===== src/rtl/mem_access_ctrl_pkg.sv =====
// Shared types, funct3 encodings and request decode for the load/store controller.
package mem_access_ctrl_pkg;

  localparam int unsigned DATA_W = 32;
  localparam int unsigned BE_W   = DATA_W / 8;
  localparam int unsigned CNT_W  = 3;

  localparam logic [2:0] F3_LB  = 3'd0;
  localparam logic [2:0] F3_LH  = 3'd1;
  localparam logic [2:0] F3_LW  = 3'd2;
  localparam logic [2:0] F3_LBU = 3'd4;
  localparam logic [2:0] F3_LHU = 3'd5;
  localparam logic [2:0] F3_SB  = 3'd0;
  localparam logic [2:0] F3_SH  = 3'd1;
  localparam logic [2:0] F3_SW  = 3'd2;

  typedef enum logic [2:0] {
    ST_IDLE = 3'd0,
    ST_RD   = 3'd1,
    ST_WAIT = 3'd2,
    ST_WR   = 3'd3,
    ST_RESP = 3'd4
  } state_e;

  // Latched access descriptor: direction, size/sign and byte offset in the word.
  typedef struct packed {
    logic       we;
    logic [2:0] funct3;
    logic [1:0] offs;
  } lsu_op_t;

  // Misaligned or unsupported accesses are answered without touching memory.
  function automatic logic op_is_err(lsu_op_t op);
    logic err;
    err = 1'b0;
    if (op.we) begin
      case (op.funct3)
        F3_SB:   err = 1'b0;
        F3_SH:   err = op.offs[0];
        F3_SW:   err = |op.offs;
        default: err = 1'b1;
      endcase
    end else begin
      case (op.funct3)
        F3_LB, F3_LBU: err = 1'b0;
        F3_LH, F3_LHU: err = op.offs[0];
        F3_LW:         err = |op.offs;
        default:       err = 1'b1;
      endcase
    end
    return err;
  endfunction

endpackage


===== src/rtl/mem_access_ctrl_align.sv =====
// Combinational lane logic: load extract/extend, store lane replication,
// byte-enable generation and read-modify-write merge.
module mem_access_ctrl_align
  import mem_access_ctrl_pkg::*;
(
  input  lsu_op_t           op_i,
  input  logic [DATA_W-1:0] rdata_i,
  input  logic [DATA_W-1:0] wdata_i,
  output logic [DATA_W-1:0] load_data_c_o,
  output logic [DATA_W-1:0] lane_data_c_o,
  output logic [BE_W-1:0]   lane_be_c_o,
  output logic [DATA_W-1:0] merge_data_c_o
);

  logic [7:0]  byte_sel;
  logic [15:0] half_sel;

  // Load path: pick the addressed lane and extend it.
  always_comb begin
    byte_sel      = rdata_i[{op_i.offs, 3'b000} +: 8];
    half_sel      = op_i.offs[1] ? rdata_i[31:16] : rdata_i[15:0];
    load_data_c_o = '0;
    case (op_i.funct3)
      F3_LB:   load_data_c_o = {{(DATA_W-8){byte_sel[7]}}, byte_sel};
      F3_LBU:  load_data_c_o = {{(DATA_W-8){1'b0}}, byte_sel};
      F3_LH:   load_data_c_o = {{(DATA_W-16){half_sel[15]}}, half_sel};
      F3_LHU:  load_data_c_o = {{(DATA_W-16){1'b0}}, half_sel};
      F3_LW:   load_data_c_o = rdata_i;
      default: load_data_c_o = '0;
    endcase
  end

  // Store path: data replicated to every lane, enables mark the target lanes.
  always_comb begin
    lane_data_c_o = wdata_i;
    lane_be_c_o   = '0;
    if (op_i.we) begin
      case (op_i.funct3)
        F3_SB: begin
          lane_data_c_o = {4{wdata_i[7:0]}};
          lane_be_c_o   = 4'b0001 << op_i.offs;
        end
        F3_SH: begin
          lane_data_c_o = {2{wdata_i[15:0]}};
          lane_be_c_o   = 4'b0011 << {op_i.offs[1], 1'b0};
        end
        default: begin
          lane_data_c_o = wdata_i;
          lane_be_c_o   = '1;
        end
      endcase
    end
  end

  always_comb begin
    merge_data_c_o = rdata_i;
    for (int k = 0; k < int'(BE_W); k++) begin
      if (lane_be_c_o[k]) merge_data_c_o[8*k +: 8] = lane_data_c_o[8*k +: 8];
    end
  end

endmodule


===== src/rtl/mem_access_ctrl.sv =====
// Load/store controller between execute and a fixed-latency data memory:
// request/response handshakes, access FSM, latency counter and data registers.
module mem_access_ctrl
  import mem_access_ctrl_pkg::*;
#(
  parameter int unsigned XLEN        = 32,
  parameter int unsigned ADDR_W      = 8,
  parameter int unsigned MEM_LAT     = 1,
  parameter int unsigned USE_BYTE_EN = 0
) (
  input  logic              clk,
  input  logic              rst_n,
  input  logic              req_valid_i,
  output logic              req_ready_o,
  input  logic              req_we_i,
  input  logic [2:0]        req_funct3_i,
  input  logic [ADDR_W-1:0] req_addr_i,
  input  logic [XLEN-1:0]   req_wdata_i,
  output logic              resp_valid_o,
  input  logic              resp_ready_i,
  output logic [XLEN-1:0]   resp_rdata_o,
  output logic              resp_err_o,
  output logic [ADDR_W-3:0] mem_addr_o,
  output logic              mem_rd_en_o,
  output logic              mem_wr_en_o,
  output logic [3:0]        mem_be_o,
  output logic [XLEN-1:0]   mem_wdata_o,
  input  logic [XLEN-1:0]   mem_rdata_i
);

  localparam int unsigned WADDR_W = ADDR_W - 2;
  localparam bit          BE_MODE = (USE_BYTE_EN != 0);

  state_e               state_q, state_d;
  lsu_op_t              op_q, op_d, req_op, align_op;
  logic [WADDR_W-1:0]   waddr_q, waddr_d;
  logic [XLEN-1:0]      wdata_q, wdata_d, align_wdata;
  logic [CNT_W-1:0]     cnt_q, cnt_d;
  logic                 req_ready_q, req_ready_d;
  logic                 rd_en_q, rd_en_d;
  logic                 wr_en_q, wr_en_d;
  logic [3:0]           be_q, be_d;
  logic [XLEN-1:0]      mwdata_q, mwdata_d;
  logic                 resp_valid_q, resp_valid_d;
  logic [XLEN-1:0]      resp_rdata_q, resp_rdata_d;
  logic                 resp_err_q, resp_err_d;
  logic [XLEN-1:0]      load_data_c, lane_data_c, merge_data_c;
  logic [3:0]           lane_be_c;

  assign req_op = {req_we_i, req_funct3_i, req_addr_i[1:0]};

  // In IDLE the lane logic formats the incoming store; afterwards the latched one.
  assign align_op    = (state_q == ST_IDLE) ? req_op : op_q;
  assign align_wdata = (state_q == ST_IDLE) ? req_wdata_i : wdata_q;

  mem_access_ctrl_align u_align (
    .op_i           (align_op),
    .rdata_i        (mem_rdata_i),
    .wdata_i        (align_wdata),
    .load_data_c_o  (load_data_c),
    .lane_data_c_o  (lane_data_c),
    .lane_be_c_o    (lane_be_c),
    .merge_data_c_o (merge_data_c)
  );

  always_comb begin
    state_d      = state_q;
    op_d         = op_q;
    waddr_d      = waddr_q;
    wdata_d      = wdata_q;
    cnt_d        = cnt_q;
    req_ready_d  = req_ready_q;
    rd_en_d      = 1'b0;
    wr_en_d      = 1'b0;
    be_d         = be_q;
    mwdata_d     = mwdata_q;
    resp_valid_d = resp_valid_q;
    resp_rdata_d = resp_rdata_q;
    resp_err_d   = resp_err_q;
    case (state_q)
      ST_IDLE: begin
        if (req_valid_i && req_ready_q) begin
          op_d        = req_op;
          waddr_d     = req_addr_i[ADDR_W-1:2];
          wdata_d     = req_wdata_i;
          req_ready_d = 1'b0;
          if (op_is_err(req_op)) begin
            state_d      = ST_RESP;
            resp_valid_d = 1'b1;
            resp_err_d   = 1'b1;
            resp_rdata_d = '0;
          end else if (!req_we_i || (!BE_MODE && req_funct3_i != F3_SW)) begin
            state_d = ST_RD;
            rd_en_d = 1'b1;
          end else begin
            state_d  = ST_WR;
            wr_en_d  = 1'b1;
            be_d     = lane_be_c;
            mwdata_d = lane_data_c;
          end
        end
      end
      ST_RD: begin
        state_d = ST_WAIT;
        cnt_d   = CNT_W'(MEM_LAT);
      end
      // Read data is valid while the count sits at 1.
      ST_WAIT: begin
        cnt_d = cnt_q - CNT_W'(1);
        if (cnt_q == CNT_W'(1)) begin
          if (op_q.we) begin
            state_d  = ST_WR;
            wr_en_d  = 1'b1;
            be_d     = '1;
            mwdata_d = merge_data_c;
          end else begin
            state_d      = ST_RESP;
            resp_valid_d = 1'b1;
            resp_err_d   = 1'b0;
            resp_rdata_d = load_data_c;
          end
        end
      end
      ST_WR: begin
        state_d      = ST_RESP;
        resp_valid_d = 1'b1;
        resp_err_d   = 1'b0;
        resp_rdata_d = '0;
      end
      ST_RESP: begin
        if (resp_ready_i) begin
          state_d      = ST_IDLE;
          resp_valid_d = 1'b0;
          resp_err_d   = 1'b0;
          resp_rdata_d = '0;
          req_ready_d  = 1'b1;
        end
      end
      default: state_d = ST_IDLE;
    endcase
  end

  always_ff @(posedge clk or negedge rst_n) begin
    if (!rst_n) begin
      state_q      <= ST_IDLE;
      op_q         <= '0;
      waddr_q      <= '0;
      wdata_q      <= '0;
      cnt_q        <= '0;
      req_ready_q  <= 1'b1;
      rd_en_q      <= 1'b0;
      wr_en_q      <= 1'b0;
      be_q         <= '0;
      mwdata_q     <= '0;
      resp_valid_q <= 1'b0;
      resp_rdata_q <= '0;
      resp_err_q   <= 1'b0;
    end else begin
      state_q      <= state_d;
      op_q         <= op_d;
      waddr_q      <= waddr_d;
      wdata_q      <= wdata_d;
      cnt_q        <= cnt_d;
      req_ready_q  <= req_ready_d;
      rd_en_q      <= rd_en_d;
      wr_en_q      <= wr_en_d;
      be_q         <= be_d;
      mwdata_q     <= mwdata_d;
      resp_valid_q <= resp_valid_d;
      resp_rdata_q <= resp_rdata_d;
      resp_err_q   <= resp_err_d;
    end
  end

  assign req_ready_o  = req_ready_q;
  assign resp_valid_o = resp_valid_q;
  assign resp_rdata_o = resp_rdata_q;
  assign resp_err_o   = resp_err_q;
  assign mem_addr_o   = waddr_q;
  assign mem_rd_en_o  = rd_en_q;
  assign mem_wr_en_o  = wr_en_q;
  assign mem_be_o     = be_q;
  assign mem_wdata_o  = mwdata_q;

endmodule


===== config.mk =====
export PLATFORM = sky130hd
export DESIGN_NAME = mem_access_ctrl
export DESIGN_NICKNAME = d
export VERILOG_FILES = /design/src/rtl/mem_access_ctrl_pkg.sv /design/src/rtl/mem_access_ctrl_align.sv /design/src/rtl/mem_access_ctrl.sv
export SDC_FILE = /design/constraint.sdc
export NUM_CORES = 1
export LEC_CHECK = 0
export BUFFER_PORTS_ARGS = -buffer_cell sky130_fd_sc_hd__buf_2
export CORE_ASPECT_RATIO = 0.9
export CORE_UTILIZATION = 56
export CTS_BUF_LIST = sky130_fd_sc_hd__clkbuf_4 sky130_fd_sc_hd__clkbuf_8
export DETAILED_ROUTE_END_ITERATION = 16
export GPL_ROUTABILITY_DRIVEN = 0
export GPL_TIMING_DRIVEN = 1
export HOLD_SLACK_MARGIN = 0.08
export PLACE_DENSITY = 0.88
export SYNTH_ARGS = -nofsm -noshare
export SYNTH_HDL_FRONTEND = slang
export SYNTH_SLANG_ARGS = --single-unit

===== constraint.sdc =====
create_clock -name clk -period 3.2 [get_ports clk]
set_input_delay 0.8 -clock clk [delete_from_list [all_inputs] [get_ports clk]]
set_output_delay 0.8 -clock clk [all_outputs]
set_load 0.02 [all_outputs]

==> results.py, run 1 <==
metrics = {
    "yosys": {
        "synthXorXnorAreaFrac_pct": 0,
        "async_flop_share_pct": 100,
        "synthCells": 624,
        "synth_ff_type": "dfrtp_1",
        "yosysMostFrequentCell": "dfrtp_1",
        "synthMuxAreaShare_pct": 19.6,
        "synth.area.top_cells": "dfrtp_1 45%, mux2_2 8.3%, mux2i_1 5.1%",
        "post_synth_num_cell_types": 67,
        "synth_compound_area_share_pct": 19.9,
        "synth_nets": 706,
        "synth_common_cells": "122 x dfrtp_1, 50 x mux2_2, 45 x nor2_1",
        "ys_seq_area_share_pct": 45.2,
        "syn_area_mm2": 0.00681,
        "synth-edff-count": 0,
        "synth-simple-area-share_pct": 10.6,
        "syn-mean-instance-area_um2": 10.9,
        "synth-seq-cells": 123,
        "yosysTopAreaCell": "dfrtp_1",
        "yosys_warnings": 0,
        "synth_top_area_share_pct": 44.8,
        "synth_top_family_by_area": "compound AO/OA/AOI/OAI gates",
        "synth_fa_ha_area_share_pct": 0.368,
    },
    "die": {
        "fp.dieW_um": 118,
        "dieArea_mm2": 0.0126,
        "die_h_um": 107,
        "fp-row-count": 37,
        "coreArea_mm2": 0.0116,
        "pin_count": 159,
        "initial_core_util_pct": 58.6,
    },
    "route": {
        "vias": 6122,
        "totalWireLength_um": 19900,
        "wl_per_cell_um": 21.1,
        "drcViolationCount": 0,
        "ant_nets": 0,
        "firstDrtPassIters": 5,
        "viasPerCell": 6.49,
        "drt_iter0_markers": 744,
    },
    "critical_path": {
        "crit_path_start_kind": "flop",
        "rr_startpoint": "state_q[0]$_DFFE_PN0P_",
        "path_cells": "buf_4 -> or4b_4 -> a21bo_1 -> a21o_1 -> a211oi_2 -> a221o_1",
        "critPathSlowestCell": "a211oi_2",
        "regToRegSetupSlack_ns": 0.40,
        "cp-end-kind": "flop",
        "worst_path_largest_cell_delay_ns": 0.88,
        "path_max_fanout": 16,
        "cp-startpoint": "state_q[0]$_DFFE_PN0P_",
        "worstSetupPathType": "flop to flop",
        "reg2regPathDepth": 6,
        "r2r-end": "resp_rdata_o[21]$_DFFE_PN0P_",
        "endpoint": "resp_rdata_o[21]$_DFFE_PN0P_",
        "worstPathArrival_ns": 3.18,
        "critPathRequiredTime_ns": 3.58,
    },
    "sta": {
        "worstMarginPinSlew_ns": 1.04,
        "final.period_utilization_pct": 87.6,
        "rsz0062_at_grt": "no",
        "skew_ns": 0.0134,
        "setup_viol": 0,
        "min_period_ns": 2.80,
        "max_freq_ghz": 0.357,
        "slew_headroom_pct": 30.3,
        "setup_tns_ns": 0,
        "finalHoldViolations": 0,
        "fin_hold_ws_ns": 0.389,
        "final-max-slew-violation-count": 0,
    },
    "layout": {
        "drive_gt1_share_pct": 36.3,
        "fillCellCount": 851,
        "num_antenna_cells": 0,
        "finalNetCount": 857,
        "area_delta_synth_final_pct": 19.9,
    },
    "outcome": {
        "status": "completed",
    },
    "cts": {
        "cts_resized": 0,
        "clk_path_buf_depth": 2,
        "hold_buffers": 0,
        "cts-root-buf": "clkbuf_8",
        "cts_buffers": 17,
        "ctsHtreeMaxLevel": 4,
        "clk_pin_slew_ns": 0.07,
        "post-cts-setup-buffer-count": 0,
        "insertion_delay_ns": 0.45,
        "cts_num_sinks": 123,
        "cts_tree": "yes",
    },
    "grt": {
        "grt_max_degree": 54,
        "first_global_vias": 5719,
        "track_usage_pct": 32.7,
        "antenna_found_initial": 0,
        "grt_overflow": 0,
        "grt_pass1_wl_um": 31200,
    },
    "place": {
        "dp_hpwl_um": 14800,
        "portBuffers": 158,
    },
    "worst_hold_path": {
        "min_path_type": "input pin to asynchronous set/reset pin",
    },
    "job": {
        "max_cap_viol_count": 0,
    },
    "pwr": {
        "vdd_ir_drop_max_v": 0.000477,
        "power_mw": 8.31,
        "p_leak_nw": 3.86,
        "powerDensity_mw_per_mm2": 1020,
    },
}
[placed cells by master, fill, tap and decap left out, types with 4 or more instances in the layout]
cell      instances
a211oi_1         19
a21oi_1          30
a221o_1          17
a221oi_1         16
a222oi_1          4
a32oi_1           9
buf_2           157
buf_4            17
clkbuf_8         22
clkinv_2          5
dfrtp_1         122
inv_1            24
mux2_1           18
mux2_2           50
mux2i_1          35
mux4_2            9
nand2_1          35
nand2b_1          9
nand3_1          11
nor2_1           45
nor2b_1          21
nor3_1            4
o211ai_1         13
o21ai_0           6
o21ai_1          10
o311a_1           7
o31ai_1          10
[sequential cells by signal, summed over array words and instances, names as in the netlist]
| register | flops |
|---|---|
| req_ready_o | 1 |
| cnt_q | 3 |
| mem_wdata_o | 32 |
| resp_err_o | 1 |
| resp_valid_o | 1 |
| mem_rd_en_o | 1 |
| resp_rdata_o | 32 |
| mem_be_o | 4 |
| mem_wr_en_o | 1 |
| wdata_q | 32 |
| state_q | 3 |
| mem_addr_o | 6 |
| op_q | 6 |
[where the power goes]
| part | switching [mW] | internal [mW] | leakage (nW) |
|---|---|---|---|
| Sequential | 0.483 | 2.18 | 1.57 |
| Combinational | 2.50 | 1.82 | 2.09 |
| Clock | 0.599 | 0.724 | 0.205 |
[worst max-delay path: cells and delay by family, from the launching register on]
kind	cells	cell delay [ns]
AOI/OAI and AO/OA	4	1.49
and+or+nand+nor	1	0.55
DFF	1	0.46
buffers and inverters	1	0.23
[cells by family after synthesis]
logic type      after synthesis
compound gates              171
fa+ha+maj                     2
buf+inv                      69
flops                       123
mux                         113
simple gates                146
[worst min-delay path by stage]
stage               slack [ns]                    start  cells past startpoint                           end
finish                    0.39                    rst_n                      1  resp_rdata_o[31]$_DFFE_PN0P_
global route              0.43                    rst_n                      1  resp_rdata_o[14]$_DFFE_PN0P_
CTS                       0.41                    rst_n                      1         mem_wr_en_o$_DFF_PN0_
detailed placement        0.45  mem_be_o[0]$_DFFE_PN0P_                      1       mem_be_o[0]$_DFFE_PN0P_
global placement          0.45  mem_be_o[1]$_DFFE_PN0P_                      1       mem_be_o[1]$_DFFE_PN0P_
floorplan                 0.48  wdata_q[20]$_DFFE_PN0P_                      1       wdata_q[20]$_DFFE_PN0P_
[layer usage]
| layer | global-route usage, % | vias to the layer above | share of wire [%] |
|---|---|---|---|
| met2 | 48.1 | 419 | 44 |
| met3 | 9.95 | 41 | 11 |
| met4 | 11.4 | 0 | 2.4 |
| li1 | - | 2674 | - |
| met1 | 45.8 | 2988 | 42 |
| met5 | 0 | - | 0 |
[stage by stage]
step	cells	util, %	worst slack [ns]	area, um2
6_report	943	70.2	0.397	8160
2_1_floorplan	624	-	0.647	6810
5_1_grt	943	70.2	0.241	8160
3_3_place_gp	912	67.0	0.318	7780
4_1_cts	943	70.2	0.435	8160
3_5_place_dp	912	67.0	0.193	7780
[area by class of cell]
type / count / area, um2 / area share (%)
Clock buffer: 24 / 318 / 3.89
Clock inverter: 7 / 63.8 / 0.782
Inverter: 24 / 90.1 / 1.10
Multi-Input combinational cell: 432 / 3440 / 42.2
Sequential cell: 123 / 3080 / 37.7
Tap cell: 156 / 195 / 2.39
Timing Repair Buffer: 177 / 973 / 11.9
Note: power is estimated with default switching activity, not from simulation.
==> run 2, diff against run 1 <==
Settings changed: REMOVE_ABC_BUFFERS from default to 1.
==> results.py, run 2 (synthesized netlist as in run 1, its figures left out) <==
metrics = {
    "pwr": {
        "p_int_mw": 4.92,
        "power.share.clock_pct": 17.9,
        "p_comb_share_pct": 50.5,
        "vdd_ir_drop_max_v": 0.000617,
        "seq_power_share_pct": 31.6,
        "p_leak_nw": 3.89,
        "powerDensity_mw_per_mm2": 1040,
        "p_sw_share_pct": 42.6,
        "p_sw_mw": 3.65,
    },
    "critical_path": {
        "worstPathArrival_ns": 3.31,
        "path_max_fanout": 20,
        "cp-end-kind": "flop",
        "regToRegSetupSlack_ns": 0.26,
        "worstSetupPathType": "flop to flop",
        "crit_path_start_kind": "flop",
        "critPathRequiredTime_ns": 3.57,
    },
    "cts": {
        "post-cts-setup-buffer-count": 0,
        "clk_path_buf_depth": 2,
        "cts_tree": "yes",
        "cts_buffers": 17,
        "cts-root-buf": "clkbuf_8",
        "hold_buffers": 0,
        "insertion_delay_ns": 0.44,
        "ctsHtreeMaxLevel": 4,
        "cts_resized": 0,
        "clk_pin_slew_ns": 0.08,
        "cts_num_sinks": 123,
    },
    "outcome": {
        "status": "completed",
    },
    "die": {
        "fp-row-count": 37,
        "fp.dieW_um": 118,
        "initial_core_util_pct": 58.6,
        "die_h_um": 107,
        "coreArea_mm2": 0.0116,
        "dieArea_mm2": 0.0126,
        "pin_count": 159,
    },
    "sta": {
        "min_period_ns": 2.94,
        "skew_ns": 0.0127,
        "fin_ws_ns": 0.263,
        "worstMarginPinSlew_ns": 1.04,
        "final-max-slew-violation-count": 0,
        "final.period_utilization_pct": 91.8,
        "rsz0062_at_grt": "no",
        "finalHoldViolations": 0,
        "slew_headroom_pct": 30.6,
        "setup_tns_ns": 0,
        "setup_viol": 0,
        "fin_hold_ws_ns": 0.247,
        "max_freq_ghz": 0.341,
    },
    "grt": {
        "grt_overflow": 0,
        "grt_max_degree": 55,
        "track_usage_pct": 34.3,
        "first_global_vias": 6348,
        "grt_pass1_wl_um": 33100,
        "antenna_found_initial": 0,
    },
    "place": {
        "dp_hpwl_um": 14800,
        "portBuffers": 158,
        "pre_cts_ws_ns": 0.167,
    },
    "worst_hold_path": {
        "min_path_type": "input pin to asynchronous set/reset pin",
    },
    "route": {
        "firstDrtPassIters": 7,
        "ant_nets": 0,
        "viasPerCell": 6.67,
        "drt_iter0_markers": 638,
        "totalWireLength_um": 20700,
        "drcViolationCount": 0,
        "vias": 6312,
        "wl_per_cell_um": 21.9,
    },
    "layout": {
        "finalNetCount": 859,
        "num_antenna_cells": 0,
        "area_delta_synth_final_pct": 20.8,
        "drive_gt1_share_pct": 36.6,
        "final_cell_mix": "157 x buf_2, 122 x dfrtp_1, 50 x mux2_2, 45 x nor2_1",
        "final_common_cell": "buf_2",
        "utilization_pct": 70.8,
    },
    "job": {
        "max_cap_viol_count": 0,
    },
}
[run 2: through the flow]
step | instances | area, um2 | power (mW)
global placement | 914 | 7780 | 6.69
finish | 946 | 8220 | 8.57
detailed placement | 914 | 7780 | 6.94
global route | 946 | 8220 | 9.02
floorplan | 579 | 6600 | 5.55
CTS | 946 | 8220 | 8.51
[run 2: path summary, 6_finish.rpt]
path,startpoint,to,depth (start not counted)
min,rst_n,mem_wdata_o[2]$_DFFE_PN0P_,1
max,state_q[1]$_DFFE_PN0P_,resp_rdata_o[16]$_DFFE_PN0P_,6
min reg2reg,mem_be_o[1]$_DFFE_PN0P_,mem_be_o[1]$_DFFE_PN0P_,1
max reg2reg,state_q[1]$_DFFE_PN0P_,resp_rdata_o[16]$_DFFE_PN0P_,6
max in group asynchronous,rst_n,resp_rdata_o[23]$_DFFE_PN0P_,2
min in group clk,mem_be_o[1]$_DFFE_PN0P_,mem_be_o[1]$_DFFE_PN0P_,1
[run 2: power by group through the flow]
stage | Clock (mW) | Combinational [mW] | Sequential, mW
CTS | 1.55 | 4.28 | 2.68
global placement | 0 | 4.05 | 2.64
detailed placement | 0 | 4.24 | 2.70
floorplan | 0 | 2.54 | 3.01
global route | 1.62 | 4.63 | 2.77
finish | 1.53 | 4.33 | 2.71
[run 2: final cells by class]
cell class              instances  area [um2]
clock buffers                  26         339
clock inverters                 6         109
fillers                       829        3400
inverters                      24        90.1
multi-input cells             432        3450
flip-flops and latches        123        3080
well taps                     156         195
repair buffers                179         963
[run 2: layer usage]
| metal | vias up | wire length [um] | track usage, % |
|---|---|---|---|
| met3 | 91 | 2320 | 8.46 |
| met2 | 503 | 9670 | 54.1 |
| met1 | 3051 | 7940 | 44.3 |
| li1 | 2667 | - | - |
| met4 | 0 | 742 | 17.3 |
| met5 | - | 0 | 0 |
[run 2: critical path, cell delays in order (launching register included)]
cell	delay, ns
dfrtp_1	0.49
or3_2	0.74
buf_4	0.34
nor2_1	0.12
nor2_1	0.09
a211oi_2	0.86
a221o_1	0.22
==> run 3, diff against run 2 <==
Settings changed: CORE_UTILIZATION 56 to 51, PLACE_DENSITY 0.88 to 0.84.
Clock period 3.2 ns to 2.7 ns, I/O delays scaled along.
==> results.py, run 3 (synthesized netlist as in run 1, its figures left out) <==
metrics = {
    "pwr": {
        "vdd_ir_drop_max_v": 0.000572,
        "p_leak_nw": 3.92,
        "powerDensity_mw_per_mm2": 1200,
    },
    "sta": {
        "worstMarginPinSlew_ns": 0.895,
        "setup_viol": 0,
        "skew_ns": 0.0106,
        "max_freq_ghz": 0.385,
        "fin_hold_ws_ns": 0.313,
        "final.period_utilization_pct": 96.3,
        "slew_headroom_pct": 40.3,
        "rsz0062_at_grt": "no",
        "final-max-slew-violation-count": 0,
        "min_period_ns": 2.60,
        "finalHoldViolations": 0,
    },
    "die": {
        "fp-row-count": 39,
        "die_h_um": 112,
        "initial_core_util_pct": 53.1,
        "fp.dieW_um": 124,
        "coreArea_mm2": 0.0128,
        "dieArea_mm2": 0.0138,
        "pin_count": 159,
    },
    "worst_hold_path": {
        "min_path_type": "input pin to asynchronous set/reset pin",
    },
    "route": {
        "drt_iter0_markers": 580,
        "firstDrtPassIters": 7,
        "vias": 6137,
        "wl_per_cell_um": 21.0,
        "ant_nets": 0,
        "viasPerCell": 6.33,
        "drcViolationCount": 0,
        "totalWireLength_um": 20400,
    },
    "critical_path": {
        "worstSetupPathType": "flop to flop",
        "critPathRequiredTime_ns": 3.05,
        "cp-startpoint": "state_q[0]$_DFFE_PN0P_",
        "r2r-end": "resp_rdata_o[28]$_DFFE_PN0P_",
        "reg2regPathDepth": 6,
        "cp-end-kind": "flop",
        "regToRegSetupSlack_ns": 0.10,
        "path_max_fanout": 28,
        "worstPathArrival_ns": 2.95,
        "crit_path_start_kind": "flop",
        "rr_startpoint": "state_q[0]$_DFFE_PN0P_",
        "endpoint": "resp_rdata_o[28]$_DFFE_PN0P_",
    },
    "layout": {
        "num_antenna_cells": 0,
        "stdcell_count": 970,
        "area_delta_synth_final_pct": 21.8,
        "finalNetCount": 875,
        "final_common_cell": "buf_2",
        "fillCellCount": 974,
        "final_cell_mix": "157 x buf_2, 122 x dfrtp_1, 50 x mux2_2, 44 x nor2_1, 36 x buf_4",
        "drive_gt1_share_pct": 38.0,
    },
    "place": {
        "dp_hpwl_um": 14800,
        "placed_cells": 933,
        "portBuffers": 158,
    },
    "cts": {
        "clk_pin_slew_ns": 0.08,
        "insertion_delay_ns": 0.46,
        "hold_buffers": 0,
        "cts_buffers": 17,
        "clk_path_buf_depth": 2,
        "cts-root-buf": "clkbuf_8",
        "cts_num_sinks": 123,
        "ctsHtreeMaxLevel": 4,
        "cts_tree": "yes",
    },
    "grt": {
        "grt_overflow": 0,
        "grt_pass1_wl_um": 32000,
        "antenna_found_initial": 0,
        "track_usage_pct": 30.8,
        "first_global_vias": 6118,
        "grt_max_degree": 124,
    },
    "outcome": {
        "status": "completed",
    },
    "job": {
        "max_cap_viol_count": 0,
    },
}
-- run 3: cell count changes in the layout (fill, tap and decap cells not counted), moves of 2 or more --
cell and delta:
buf_4 +15, clkbuf_4 -2, clkbuf_8 -2, bufinv_16 -3
clkinvlp_4 +4, clkinv_2 +2
-- run 3: how the worst min path moves through the flow --
stage	cells after the start	slack, ns	to
after global routing	2	0.37	mem_wdata_o[12]$_DFFE_PN0P_
final	2	0.31	wdata_q[21]$_DFFE_PN0P_
after floorplan	0	0.38	cnt_q[0]$_DFFE_PN0P_
after CTS	2	0.33	wdata_q[10]$_DFFE_PN0P_
after detailed placement	1	0.45	mem_be_o[3]$_DFFE_PN0P_
after global placement	1	0.44	mem_be_o[0]$_DFFE_PN0P_
-- run 3: metrics by stage --
stage               cell area [um2]  utilization, %  power [mW]  worst slack [ns]  setup TNS [ns]
floorplan                      6600               -        6.57             -1.93          -98.27
global placement               7870            61.3        8.03            0.0514               0
detailed placement             7870            61.3        8.25           -0.0674          -0.865
CTS                            8240            64.2        9.77            0.0273               0
global route                   8290            64.6        10.5            0.0435               0
finish                         8290            64.6        9.95             0.100               0
-- run 3: area by class of cell --
type | count | area [um2] | share of cell area (%)
Multi-Input combinational cell | 432 | 3470 | 41.8
Timing Repair Buffer | 195 | 1090 | 13.1
Sequential cell | 123 | 3080 | 37.1
Clock buffer | 22 | 297 | 3.58
Tap cell | 164 | 205 | 2.47
Clock inverter | 10 | 67.6 | 0.815
Inverter | 24 | 90.1 | 1.09
-- run 3: layer usage --
| layer | vias to the layer above | global-route usage, % | part of all wire, % | wire length (um) |
|---|---|---|---|---|
| met1 | 2998 | 40.9 | 40 | 8110 |
| met3 | 71 | 7.79 | 9.9 | 2020 |
| met5 | - | 0 | 0 | 0 |
| li1 | 2698 | - | - | - |
| met4 | 0 | 15.5 | 3.5 | 708 |
| met2 | 370 | 46.4 | 47 | 9550 |
-- run 3: power breakdown --
part | internal, mW | leakage (nW) | switching, mW
logic | 2.30 | 2.17 | 3.01
clock network | 0.736 | 0.180 | 0.762
registers | 2.59 | 1.57 | 0.557
-- run 3: critical path: stages, from the launching register on --
cell and delay, ns:
dfrtp_1 0.47, or3_2 0.62, buf_6 0.26, o2111ai_1 0.43
buf_4 0.26, a21oi_4 0.10, a221o_1 0.33
-- run 3: what timing repair did --
action	CTS	global route
gates cloned	0	0
buffers inserted	0	5
pin swaps	0	1
setup endpoints to repair	1	31
gates resized for setup	1	3
